## src/rtl/pdm_decimator.sv

```systemverilog
// ---------------------------------------------------------------------------
// pdm_decimator
//   Turns a 1-bit PDM microphone stream into 8-bit unsigned PCM. It counts the
//   ones over a window of DECIM enabled cycles, then smooths the window totals
//   with a 4-tap moving average. dout holds between updates, and dvalid
//   strobes once per new sample.
//
// Parameters
//   DECIM  window length in enabled mclk cycles (4..255, so the count fits 8 bits)
//   PH_W   phase counter width (2**PH_W > DECIM-1)
//
// Ports
//   mclk     in   clock; all state updates on the rising edge
//   reset    in   synchronous, active-high
//   enable   in   consume one PDM bit this cycle; when low the window freezes
//   micData  in   raw PDM bit, asynchronous to mclk
//   dout     out  averaged PCM sample, 0..DECIM
//   dvalid   out  one-cycle pulse in the cycle dout takes a new value
//   primed   out  high once 4 windows have completed since reset
// ---------------------------------------------------------------------------
module pdm_decimator #(
   parameter int unsigned DECIM = 255,
   parameter int unsigned PH_W  = 8
) (
   input  logic       mclk,
   input  logic       reset,
   input  logic       enable,
   input  logic       micData,
   output logic [7:0] dout,
   output logic       dvalid,
   output logic       primed
);

   localparam logic [PH_W-1:0] PH_LAST = PH_W'(DECIM - 1);

   // Two-flop synchronizer for the asynchronous PDM input.
   logic            sync1_q, sync2_q;

   // Window stage.
   logic [PH_W-1:0] phase_q, phase_d;
   logic [7:0]      acc_q, acc_d;
   logic [7:0]      hist_q [4];
   logic [7:0]      hist_d [4];
   logic            close_q, close_d;
   logic [2:0]      wcount_q, wcount_d;
   logic [7:0]      win;

   // Average stage.
   logic [9:0]      sum;
   logic [7:0]      dout_q, dout_d;
   logic            dvalid_q, dvalid_d;
   logic            primed_q, primed_d;

   always_comb begin
      // NOTE: every variable gets a default here so no path leaves it
      // unassigned; an unassigned path would infer a latch.
      phase_d  = phase_q;
      acc_d    = acc_q;
      hist_d   = hist_q;
      close_d  = 1'b0;
      wcount_d = wcount_q;
      dout_d   = dout_q;
      dvalid_d = 1'b0;
      primed_d = primed_q;

      // The window total includes the bit being consumed in the close cycle.
      // It cannot overflow because DECIM <= 255.
      win = acc_q + {7'd0, sync2_q};

      if (enable) begin
         if (phase_q == PH_LAST) begin
            phase_d   = '0;
            acc_d     = '0;
            hist_d[0] = win;
            hist_d[1] = hist_q[0];
            hist_d[2] = hist_q[1];
            hist_d[3] = hist_q[2];
            close_d   = 1'b1;
            if (wcount_q != 3'd7) begin
               wcount_d = wcount_q + 3'd1;
            end
         end else begin
            phase_d = phase_q + 1'b1;
            acc_d   = win;
         end
      end

      // 10-bit zero-extended sum; the divide by 4 floors and never saturates.
      sum = {2'b00, hist_q[0]} + {2'b00, hist_q[1]} +
            {2'b00, hist_q[2]} + {2'b00, hist_q[3]};

      if (close_q) begin
         dout_d   = 8'(sum >> 2);
         dvalid_d = 1'b1;
         // wcount already includes this close, so primed rises with the
         // 4th dvalid pulse.
         if (wcount_q >= 3'd4) begin
            primed_d = 1'b1;
         end
      end
   end

   // NOTE: sequential state uses non-blocking assignments only, so every flop
   // samples pre-edge values no matter what order the statements are in.
   always_ff @(posedge mclk) begin
      if (reset) begin
         sync1_q  <= 1'b0;
         sync2_q  <= 1'b0;
         phase_q  <= '0;
         acc_q    <= '0;
         // NOTE: the history is only four registers, and it must start at zero
         // for the ramp-up, so it is reset like ordinary state instead of being
         // treated as an unreset memory.
         for (int i = 0; i < 4; i++) begin
            hist_q[i] <= '0;
         end
         close_q  <= 1'b0;
         wcount_q <= '0;
         dout_q   <= '0;
         dvalid_q <= 1'b0;
         primed_q <= 1'b0;
      end else begin
         sync1_q  <= micData;
         sync2_q  <= sync1_q;
         phase_q  <= phase_d;
         acc_q    <= acc_d;
         hist_q   <= hist_d;
         close_q  <= close_d;
         wcount_q <= wcount_d;
         dout_q   <= dout_d;
         dvalid_q <= dvalid_d;
         primed_q <= primed_d;
      end
   end

   assign dout   = dout_q;
   assign dvalid = dvalid_q;
   assign primed = primed_q;

endmodule

```

## config.mk

```make
export PLATFORM = sky130hd
export DESIGN_NAME = pdm_decimator
export DESIGN_NICKNAME = d
export VERILOG_FILES = /design/src/rtl/pdm_decimator.sv
export SDC_FILE = /design/constraint.sdc
export NUM_CORES = 1
export LEC_CHECK = 0
export CORE_UTILIZATION = 39
export CTS_BUF_LIST = sky130_fd_sc_hd__clkbuf_4 sky130_fd_sc_hd__clkbuf_8 sky130_fd_sc_hd__clkbuf_16
export DETAILED_ROUTE_END_ITERATION = 8
export GPL_TIMING_DRIVEN = 1
export PLACE_DENSITY = 0.67
export SLEW_MARGIN = 20
export SYNTH_ARGS = -nofsm -noshare
export SYNTH_HDL_FRONTEND = slang
export SYNTH_SLANG_ARGS = --single-unit
```

## constraint.sdc

```tcl
create_clock -name mclk -period 5.15 [get_ports mclk]
set_clock_uncertainty 0.05 [all_clocks]
set_input_delay 1.545 -clock mclk [delete_from_list [all_inputs] [get_ports mclk]]
set_output_delay 1.545 -clock mclk [all_outputs]
set_load 0.1 [all_outputs]
```

; ---- Word level (Yosys, flattened, before mapping)
; Index checks and enable logic that the tools add are counted.
[totals]
regBits = 64
in_bits = 4
out_inout_bits = 10
wordCells = 31
[classes]
add_sub_neg = 6
magnitude_cmp = 1
eq_ne = 2
muxes = 4
bitwise = 1
n_reduce_logical = 4
[ops]
columns = op, n
row1 = $mux 8, 2
row2 = $add 10x8->10, 1
row3 = $add 9x8->10, 1
row4 = $add 8x8->9, 1
row5 = $add 8x1->8, 1
row6 = $add 8x1->8 const B, 1
row7 = $eq 8x8->1 const B, 1
row8 = $reduce_and 2->1, 2
row9 = $add 3x1->3 const B, 1
row10 = $ge 3x3->1 const B, 1
row11 = $ne 3x3->1 const B, 1
row12 = $reduce_and 3->1, 1
row13 = $mux 1, 2
row14 = $reduce_or 2->1, 1
row15 = $not 1->1, 1

; ---- Logic depth before layout (Yosys ltp)
; Gate-level depths: netlist (run 1).
[depth]
ltp_word = 3
depth_mapped = 11
ltp_nobuf = 11

; ---- Least setup slack after synthesis (run 1)
; Ideal clock, no wire load.
[synth_path]
path_type = register -> register
start = register hist_q[1] (netlist bit)
end = register dout_q[5], in the netlist dout[5]
setup_ns = 0.062
t_arrival_ns = 2.767
required_time_ns = 5.038
setup_slack_ns = 2.270
path_stages_with_launch = 12
path_buffers = 0
synth_period_minus_slack_ns = 2.880
cell_sequence = dfxtp_1 -> inv_1 -> fa_1 -> inv_1 -> fa_1 -> nand3b_1 -> fa_1 -> nor2b_1 -> o21a_1 -> o211ai_1 -> a2111o_1 -> nand3_1
[synth_via]
elab_chain_len = 1
[synth_rtl]
columns = element, line_no
row1 = start: declaration, 42  ; logic [7:0] hist_q [4];
row2 = start signal: assignment, 127  ; hist_q <= hist_d;
row3 = $add 10x8->10, 90  ; {2'b00, hist_q[2]} + {2'b00, hist_q[3]};
row4 = end signal: assignment, 130  ; dout_q <= dout_d;
row5 = end: declaration, 50  ; logic [7:0] dout_q, dout_d;
; No other way between the ends.
; A chain may end at the register's enable or synchronous reset.

; ---- Final worst setup path (run 1)
[layout_path]
start = input port enable
end = register hist_q[1] (netlist bit)
[layout_via]
elab_chain_len = 1
[layout_rtl]
columns = element, line_no
row1 = start: declaration, 27  ; input logic enable,
row2 = $reduce_and 2->1 (no line), n/a
; No other way between the ends.

==> flow_summary.yaml, run 1 <==
run_status:
  status: "complete, no violations"
synthesis:
  syn_area_per_cell_um2: 9.77
  seq_area_frac_synth_pct: 40.1
  yosysWarnings: 0
  muxShareOfSynthArea_pct: 1.25
  synthSimpleGateAreaFrac_pct: 14.1
  yosysUniqueCellTypes: 49
  ys_seq_elements: 64
  synthCells: 327
  synthAdderAreaFrac_pct: 15.1
  synth_fp_nets: 360
  synth-edff-count: 0
  synth_top_family_by_area: "compound AO/OA/AOI/OAI gates"
  syn_area_um2: 3190
  async_reset_ff_share_pct: 0
  synth_xor_area_share_pct: 3.84
  ys.flop_type: "dfxtp_1"
  synth_compound_area_share_pct: 16.7
critical_path:
  endpoint_kind: "register"
  cp_max_fo: 24
  crit_arrival_ps: 3610
  worst_ep_required_time_ps: 5300
  critPathLaunchType: "input port"
  rr_worst_depth: 11
  critPathKind: "in2reg"
sta:
  slew_violations: 0
  finalSetupViolCount: 0
  max_freq_mhz: 289
  period_needed_ps: 3460
  finalHoldViolations: 0
  period_share_pct: 67.1
  tns_ps: 0
  rsz0062_at_grt: "no"
  fin_ws_ps: 1690
  maxSlewHeadroom_pct: 32.7
  worst_pin_slew_ps: 1010
  holdWs_ps: 417
clocking:
  clk_pin_slew_ps: 60
  cts_hold_buf: 0
  cts_buffers: 9
  cts_htree_levels: 3
  clk_latency_ps: 340
  clockBufferDepth: 2
  post-cts-setup-buffer-count: 0
  cts-resized-gates: 0
  cts_sinks: 64
  cts_root_buffer: "clkbuf_8"
  cts_tree: "done"
global_route:
  grt_pass1_vias: 2117
  grt_max_degree: 26
  track_usage_pct: 14.7
  antenna_found_initial: 0
  grt_pass1_wl_um: 9770
  overflow: 0
power_and_ir_drop:
  p_total_w: 0.000910
  vdd_drop_max_uv: 159
  leakage_nw: 1.33
  p_per_area_nw_per_um2: 255
placement:
  place_congestion: 0.765
  io_buffers: 13
  dp_slack_ps: 1320
  dp_hpwl_um: 4090
drt:
  via_count: 2181
  vias_per_cell: 4.89
  drc: 0
  drt_iter0_markers: 83
  dr.pass1.iters: 4
  avgRoutedWirePerCell_um: 12.4
  antenna_left: 0
  wl_um: 5550
floorplanning:
  die_height_um: 92.5
  die_w_um: 92.5
  dieArea_um2: 8560
  start_util_pct: 40.9
  fp-row-count: 32
  io_pins: 14
  core_um2: 7810
run:
  maxCapViolations: 0
hold_path:
  whs_path_depth: 1
  min_path_type: "reg2reg"
layout:
  antenna_cells: 0
  mostFrequentLayoutCell: "dfxtp_1"
  area_growth_pct: 11.8
  drive_above_1_share_pct: 13.1
  final_nets: 373
  layout_common_cells: "dfxtp_1, inv_1, nor2_1"
==> per-stage QoR <==
stage,cell area (um2),util (%),std cells
2_1_floorplan,3190,-,327
3_3_place_gp,3390,43.5,431
3_5_place_dp,3390,43.5,431
4_1_cts,3570,45.7,446
5_1_grt,3570,45.7,446
6_report,3570,45.7,446
==> final cells by class <==
type                       count  area (um2)
multi-input combinational    195        1630
sequential                    64        1280
clock inverter                 3        17.5
fill                         775        4240
tap                          102         128
clock buffer                  12         159
inverter                      54         205
timing repair buffer          16         153
==> routing by layer <==
metal  global-route usage [%]  share of wire (%)  up-vias  wire [um]
li1                         -                  -     1118          -
met2                     22.9                 46       15       2570
met3                     3.78                2.5        9        136
met4                     7.42                1.9        0        106
met1                     18.9                 49     1039       2740
met5                        0                  0        -          0
==> critical path, stage by stage <==
cell and delay (ps):
clkdlybuf4s50_1 640, nand2_1 190, nor3_1 210, or2_1 470, buf_4 410, o22ai_1 130
==> kinds of logic (layout without fill, tap and decap cells) <==
logic type | after synthesis | after routing
fa+ha+maj | 29 | 29
simple gates | 85 | 85
compound gates | 63 | 63
flops | 64 | 64
buf+inv | 68 | 85
xor+xnor | 14 | 14
mux | 4 | 4
==> Yosys cell counts (4+ instances only) <==
cell / number / area share [%]
nand3_1: 9 / 1.4
nand2_1: 15 / 1.8
buf_2: 4 / 0.63
inv_1: 51 / 6.0
o21ai_0: 8 / 1.3
a21oi_1: 9 / 1.4
buf_1: 4 / 0.47
mux2i_1: 4 / 1.3
o22ai_1: 7 / 1.4
dfxtp_1: 64 / 40
nor2b_1: 4 / 0.78
xor2_1: 6 / 1.6
and3_1: 5 / 0.98
a22oi_1: 6 / 1.4
nand2b_1: 4 / 0.78
nor2_1: 30 / 3.5
ha_1: 13 / 5.1
fa_1: 16 / 10
xnor2_1: 8 / 2.2
o22ai_2: 20 / 7.8
==> power breakdown <==
part	internal, W	total [W]	switching, W
sequential	0.000497	0.000499	0.00000159
clock	0.000202	0.000388	0.000186
combinational	0.00000688	0.0000231	0.0000162
==> worst paths after layout <==
| check | from | end | slack (ps) |
|---|---|---|---|
| max reg2reg | hist_q[1]$_SDFFE_PP0P_ | dout[5]$_SDFFE_PP0P_ | 2060 |
| max | enable | hist_q[1]$_SDFFE_PP0P_ | 1690 |
| min reg2reg | sync1_q$_SDFF_PP0_ | sync2_q$_SDFF_PP0_ | 420 |
| min | sync1_q$_SDFF_PP0_ | sync2_q$_SDFF_PP0_ | 420 |
==> flip-flops by register name, summed over array words and instances, names as in the netlist <==
signal    count
dvalid        1
close_q       1
sync2_q       1
wcount_q      3
dout          8
primed        1
sync1_q       1
acc_q         8
phase_q       8
hist_q       32
No activity file was read; power rests on OpenSTA's default activity.
==> inputs of run 2 (changes only) <==
PLACE_DENSITY = 0.69   (was 0.67)
clock period = 2.9 ns   (was 5.15 ns; I/O delays follow)
==> run 2 against run 1 <==
  * The run now ends with negative setup slack left
  * Critical endpoint is now dout[5]$_SDFFE_PP0P_
  * Largest cell class unchanged
  * Sequential cell count stayed put
  * Wire length grew 7.0%
  * Worst setup slack worse by 1700 ps
  * Critical path depth increased by 5
  * Clock-buffer cell count shrank 1
  * Total power rose by 97%
  * Final cell count is 5.2% higher
  * Hold slack worse by 20 ps
  * Sequential share of layout area decreased by 3.0 points
  * Die area stayed put
==> flow_summary.yaml, run 2 (synthesis results as in run 1) <==
drt:
  via_count: 2290
  avgRoutedWirePerCell_um: 12.7
  dr.pass1.iters: 4
  drc: 0
  vias_per_cell: 4.88
  drt_iter0_markers: 65
  antenna_left: 0
  wl_um: 5940
layout:
  final_area_um2: 3910
  largest_register: "hist_q"
  layout_common_cells: "dfxtp_1, inv_1, buf_4"
  mostFrequentLayoutCell: "dfxtp_1"
  regArea_um2: 1290
  n_fill_cell: 721
  area_growth_pct: 22.3
  antenna_cells: 0
  multiInputGateArea_um2: 1760
  largest_reg_flops: 32
  final_nets: 395
  drive_above_1_share_pct: 27.5
critical_path:
  cp_max_fo: 3
  crit_path_start: "hist_q[17]$_SDFFE_PP0P_"
  reg2reg_to: "dout[5]$_SDFFE_PP0P_"
  rr_startpoint: "hist_q[17]$_SDFFE_PP0P_"
  crit_arrival_ps: 3170
  rr_worst_depth: 11
  crit_end: "dout[5]$_SDFFE_PP0P_"
  critPathKind: "reg2reg"
  rrSetupSlack_ps: -40
  critPathLaunchType: "register"
  worst_ep_required_time_ps: 3130
  endpoint_kind: "register"
global_route:
  grt_pass1_vias: 2328
  grt_max_degree: 31
  grt_pass1_wl_um: 10200
  track_usage_pct: 15.2
  antenna_found_initial: 0
  overflow: 0
power_and_ir_drop:
  leakage_nw: 1.46
  p_per_area_nw_per_um2: 460
  combPwrFrac_pct: 2.8
  pwr-share-clk_pct: 48.0
  sw_frac_of_total_pct: 21.2
  switchingPower_w: 0.000380
  vdd_drop_max_uv: 271
  p_seq_share_pct: 49.3
  internal_power_w: 0.00142
floorplanning:
  die_height_um: 92.5
  fp-row-count: 32
  io_pins: 14
  start_util_pct: 40.9
  core_um2: 7810
  dieArea_um2: 8560
  die_w_um: 92.5
placement:
  io_buffers: 13
  dp_slack_ps: -137
  dp_hpwl_um: 4210
  placed_cell_area_um2: 3520
  place_congestion: 0.829
hold_path:
  min_path_type: "reg2reg"
  hp-start: "sync1_q$_SDFF_PP0_"
  whs_path_depth: 1
clocking:
  cts_root_buffer: "clkbuf_8"
  cts_buffers: 9
  clk_pin_slew_ps: 80
  clk_latency_ps: 330
  cts_tree: "done"
  cts_htree_levels: 3
  clockBufferDepth: 2
  cts_sinks: 64
sta:
  maxSlewHeadroom_pct: 69.7
  period_share_pct: 101
  finalHoldViolations: 0
  period_needed_ps: 2940
  finalSetupViolCount: 1
  max_freq_mhz: 340
  rsz0062_at_grt: "yes"
  slew_violations: 0
  fin_ws_ps: -41.7
  worst_pin_slew_ps: 450
run_status:
  violations: "negative setup slack"
  status: "finished, violations left"
run:
  maxCapViolations: 0
-- run 2: per-layer routing --
layer,vias to the layer above,global-route usage (%),routed length (um)
met5,-,0,0
met2,28,25.6,2950
li1,1163,-,-
met3,8,3.04,153
met1,1091,18.4,2750
met4,0,7.68,85
-- run 2: critical path, stage by stage (launching register included) --
cell and delay, ps:
dfxtp_2 330, inv_2 40, fa_1 530, inv_1 50, fa_1 470, nand3b_1 120
fa_2 400, nor2b_2 150, o21a_1 150, o211ai_1 130, a2111o_1 390, nand3_1 70
-- run 2: how the worst min path moves through the flow --
stage | to | slack (ps)
floorplan | sync2_q$_SDFF_PP0_ | 360
detailed placement | sync2_q$_SDFF_PP0_ | 380
global route | sync2_q$_SDFF_PP0_ | 430
CTS | sync2_q$_SDFF_PP0_ | 400
global placement | sync2_q$_SDFF_PP0_ | 380
finish | sync2_q$_SDFF_PP0_ | 400
-- run 2: area by class of cell --
| type | count | area share [%] |
|---|---|---|
| Sequential cell | 64 | 32.9 |
| Tap cell | 102 | 3.27 |
| Inverter | 54 | 5.25 |
| Multi-Input combinational cell | 195 | 45.0 |
| Clock inverter | 5 | 2.05 |
| Timing Repair Buffer | 38 | 7.81 |
| Clock buffer | 11 | 3.71 |
-- run 2: power by group through the flow --
stage               sequential, W  clock (W)  combinational, W
finish                   0.000885   0.000862         0.0000495
global route             0.000885   0.000919         0.0000534
CTS                      0.000885   0.000881         0.0000497
detailed placement       0.000905          0         0.0000497
global placement         0.000905          0         0.0000491
floorplan                0.000905          0         0.0000330
-- run 2: through the flow --
step | hold slack (ps) | TNS, ps | total power (W) | utilization, % | std cells
6_report | 397 | -41.7 | 0.00180 | 50.0 | 469
3_3_place_gp | 382 | -43.6 | 0.000955 | 45.1 | 450
4_1_cts | 403 | -47.7 | 0.00182 | 48.5 | 469
2_1_floorplan | 364 | 0 | 0.000938 | - | 327
3_5_place_dp | 384 | -196 | 0.000955 | 45.1 | 450
5_1_grt | 425 | -218 | 0.00186 | 50.0 | 469
-- run 2: what timing repair did --
item                                   in CTS  in global routing
gates resized for setup                     7                 21
buffers inserted                            3                  2
endpoints found under the hold margin       0                  0
hold buffers                                0                  0
pin swaps                                   8                 15
setup endpoints to repair                   3                  5
gates cloned                                0                  0
==> inputs of run 3 (changes only) <==
CELL_PAD_IN_SITES_DETAIL_PLACEMENT = 0   (was not set)
CELL_PAD_IN_SITES_GLOBAL_PLACEMENT = 1   (was not set)
CTS_CLUSTER_SIZE = 8   (was not set)
PLACE_DENSITY = 0.82   (was 0.69)
==> run 3 against run 2 <==
  * The run now ends clean
  * Hold slack improved by 3.9 ps
  * Worst setup slack improved by 80 ps
  * Total power rose by 0.82%
  * Final cell count fell by 0.85%
  * Critical path depth did not move
  * Clock-buffer cell count did not move
  * Clock power rose by 2%
  * Fmax rose by 2.8%
  * Wire length fell by 4.6%
  * Final area fell by 3.1%
  * Core utilization fell by 1.6 points
==> flow_summary.yaml, run 3 (synthesis results as in run 1) <==
drt:
  drc: 0
  vias_per_cell: 4.94
  antenna_left: 0
  dr.pass1.iters: 4
  via_count: 2295
  drt_iter0_markers: 94
  avgRoutedWirePerCell_um: 12.2
  wl_um: 5670
clocking:
  clk_pin_slew_ps: 70
  cts_tree: "done"
  clockBufferDepth: 2
  cts_buffers: 9
  clk_latency_ps: 350
  cts_htree_levels: 3
  cts_hold_buf: 0
  cts_root_buffer: "clkbuf_8"
  cts_sinks: 64
hold_path:
  min_path_type: "reg2reg"
layout:
  largest_register: "hist_q"
  area_growth_pct: 18.5
  drive_above_1_share_pct: 23.4
  antenna_cells: 0
  largest_reg_flops: 32
  mostFrequentLayoutCell: "dfxtp_1"
  final_nets: 391
  layout_common_cells: "dfxtp_1, inv_1, nor2_1, buf_4, o22ai_2"
sta:
  worst_pin_slew_ps: 451
  finalHoldViolations: 0
  max_freq_mhz: 349
  maxSlewHeadroom_pct: 69.7
  slew_violations: 0
  period_needed_ps: 2860
  period_share_pct: 98.7
  finalSetupViolCount: 0
  rsz0062_at_grt: "yes"
  tns_ps: 0
global_route:
  antenna_found_initial: 0
  track_usage_pct: 14.8
  overflow: 0
  grt_max_degree: 31
  grt_pass1_vias: 2196
  grt_pass1_wl_um: 9870
run_status:
  status: "complete, no violations"
critical_path:
  crit_arrival_ps: 3090
  critPathKind: "reg2reg"
  worstPathCellList: "inv_2, fa_1, inv_1, fa_1, nand3b_1, fa_2, nor2b_2, o21a_1, o211ai_1, a2111o_1, nand3_1"
  cp_max_fo: 3
  worst_ep_required_time_ps: 3130
  critPathLaunchType: "register"
  path_common_cell: "fa_1"
  cpPeakStageDelay_ps: 530
  endpoint_kind: "register"
  slowest_stage: "fa_1"
floorplanning:
  die_w_um: 92.5
  die_height_um: 92.5
  fp-row-count: 32
  start_util_pct: 40.9
  core_um2: 7810
  io_pins: 14
  dieArea_um2: 8560
power_and_ir_drop:
  vdd_drop_max_uv: 334
  p_total_w: 0.00181
  p_per_area_nw_per_um2: 478
  leakage_nw: 1.48
run:
  maxCapViolations: 0
placement:
  io_buffers: 13
  dp_hpwl_um: 4050
  place_congestion: 0.781
==> run 3: changes by cell type in the layout (fill, tap and decap cells not counted), sizes merged <==
cell / previous run / this run
clkinvlp: 2 / 0
buf: 35 / 31
clkinv: 2 / 4
==> run 3: area by class of cell <==
| type | count | area, um2 |
|---|---|---|
| clock buffers | 11 | 151 |
| clock inverters | 5 | 78.8 |
| fillers | 751 | 4020 |
| inverters | 54 | 205 |
| multi-input cells | 195 | 1660 |
| flip-flops and latches | 64 | 1280 |
| well taps | 102 | 128 |
| repair buffers | 34 | 275 |
==> run 3: path summary, 6_finish.rpt <==
path                                start              endpoint  slack, ps  cells after the start
setup / recovery  hist_q[17]$_SDFFE_PP0P_  dout[5]$_SDFFE_PP0P_         40                     11
hold / removal         sync1_q$_SDFF_PP0_    sync2_q$_SDFF_PP0_        400                      1
setup reg to reg  hist_q[17]$_SDFFE_PP0P_  dout[5]$_SDFFE_PP0P_         40                     11
hold reg to reg        sync1_q$_SDFF_PP0_    sync2_q$_SDFF_PP0_        400                      1
==> run 3: power breakdown <==
part           switching [W]  internal, W
combinational      0.0000311    0.0000175
clock               0.000348     0.000529
sequential        0.00000275     0.000882
total               0.000382      0.00143
==> run 3: repair_timing <==
item	4_1_cts	5_1_grt
pin swaps	7	7
gates resized for setup	7	4
setup endpoints to repair	3	5
setup buffers	2	0
==> run 3: stage by stage <==
step / setup slack (ps) / hold slack, ps / area [um2] / utilization, % / instances
after floorplan: 20.4 / 364 / 3190 / - / 327
after global placement: -38.7 / 385 / 3500 / 44.9 / 447
after detailed placement: -122 / 392 / 3500 / 44.9 / 447
after CTS: -28.3 / 406 / 3760 / 48.2 / 465
after global routing: -90.9 / 425 / 3790 / 48.5 / 465
final: 38.1 / 401 / 3790 / 48.5 / 465
==> run 3: metal layers <==
| metal | vias to the layer above | share of wire, % | global-route usage (%) |
|---|---|---|---|
| met4 | 0 | 1.9 | 6.25 |
| met3 | 11 | 2.6 | 4.43 |
| met1 | 1111 | 49 | 18.9 |
| li1 | 1158 | - | - |
| met2 | 15 | 47 | 23.1 |
| met5 | - | 0 | 0 |
==> run 3: critical path: cells and delay by family (launching register included) <==
family	cells	cell delay (ps)
AO/OA/AOI/OAI	3	680
adder cells (fa/ha/maj)	3	1360
buffers and inverters	2	90
flip-flops	1	320
AND/OR/NAND/NOR	3	310
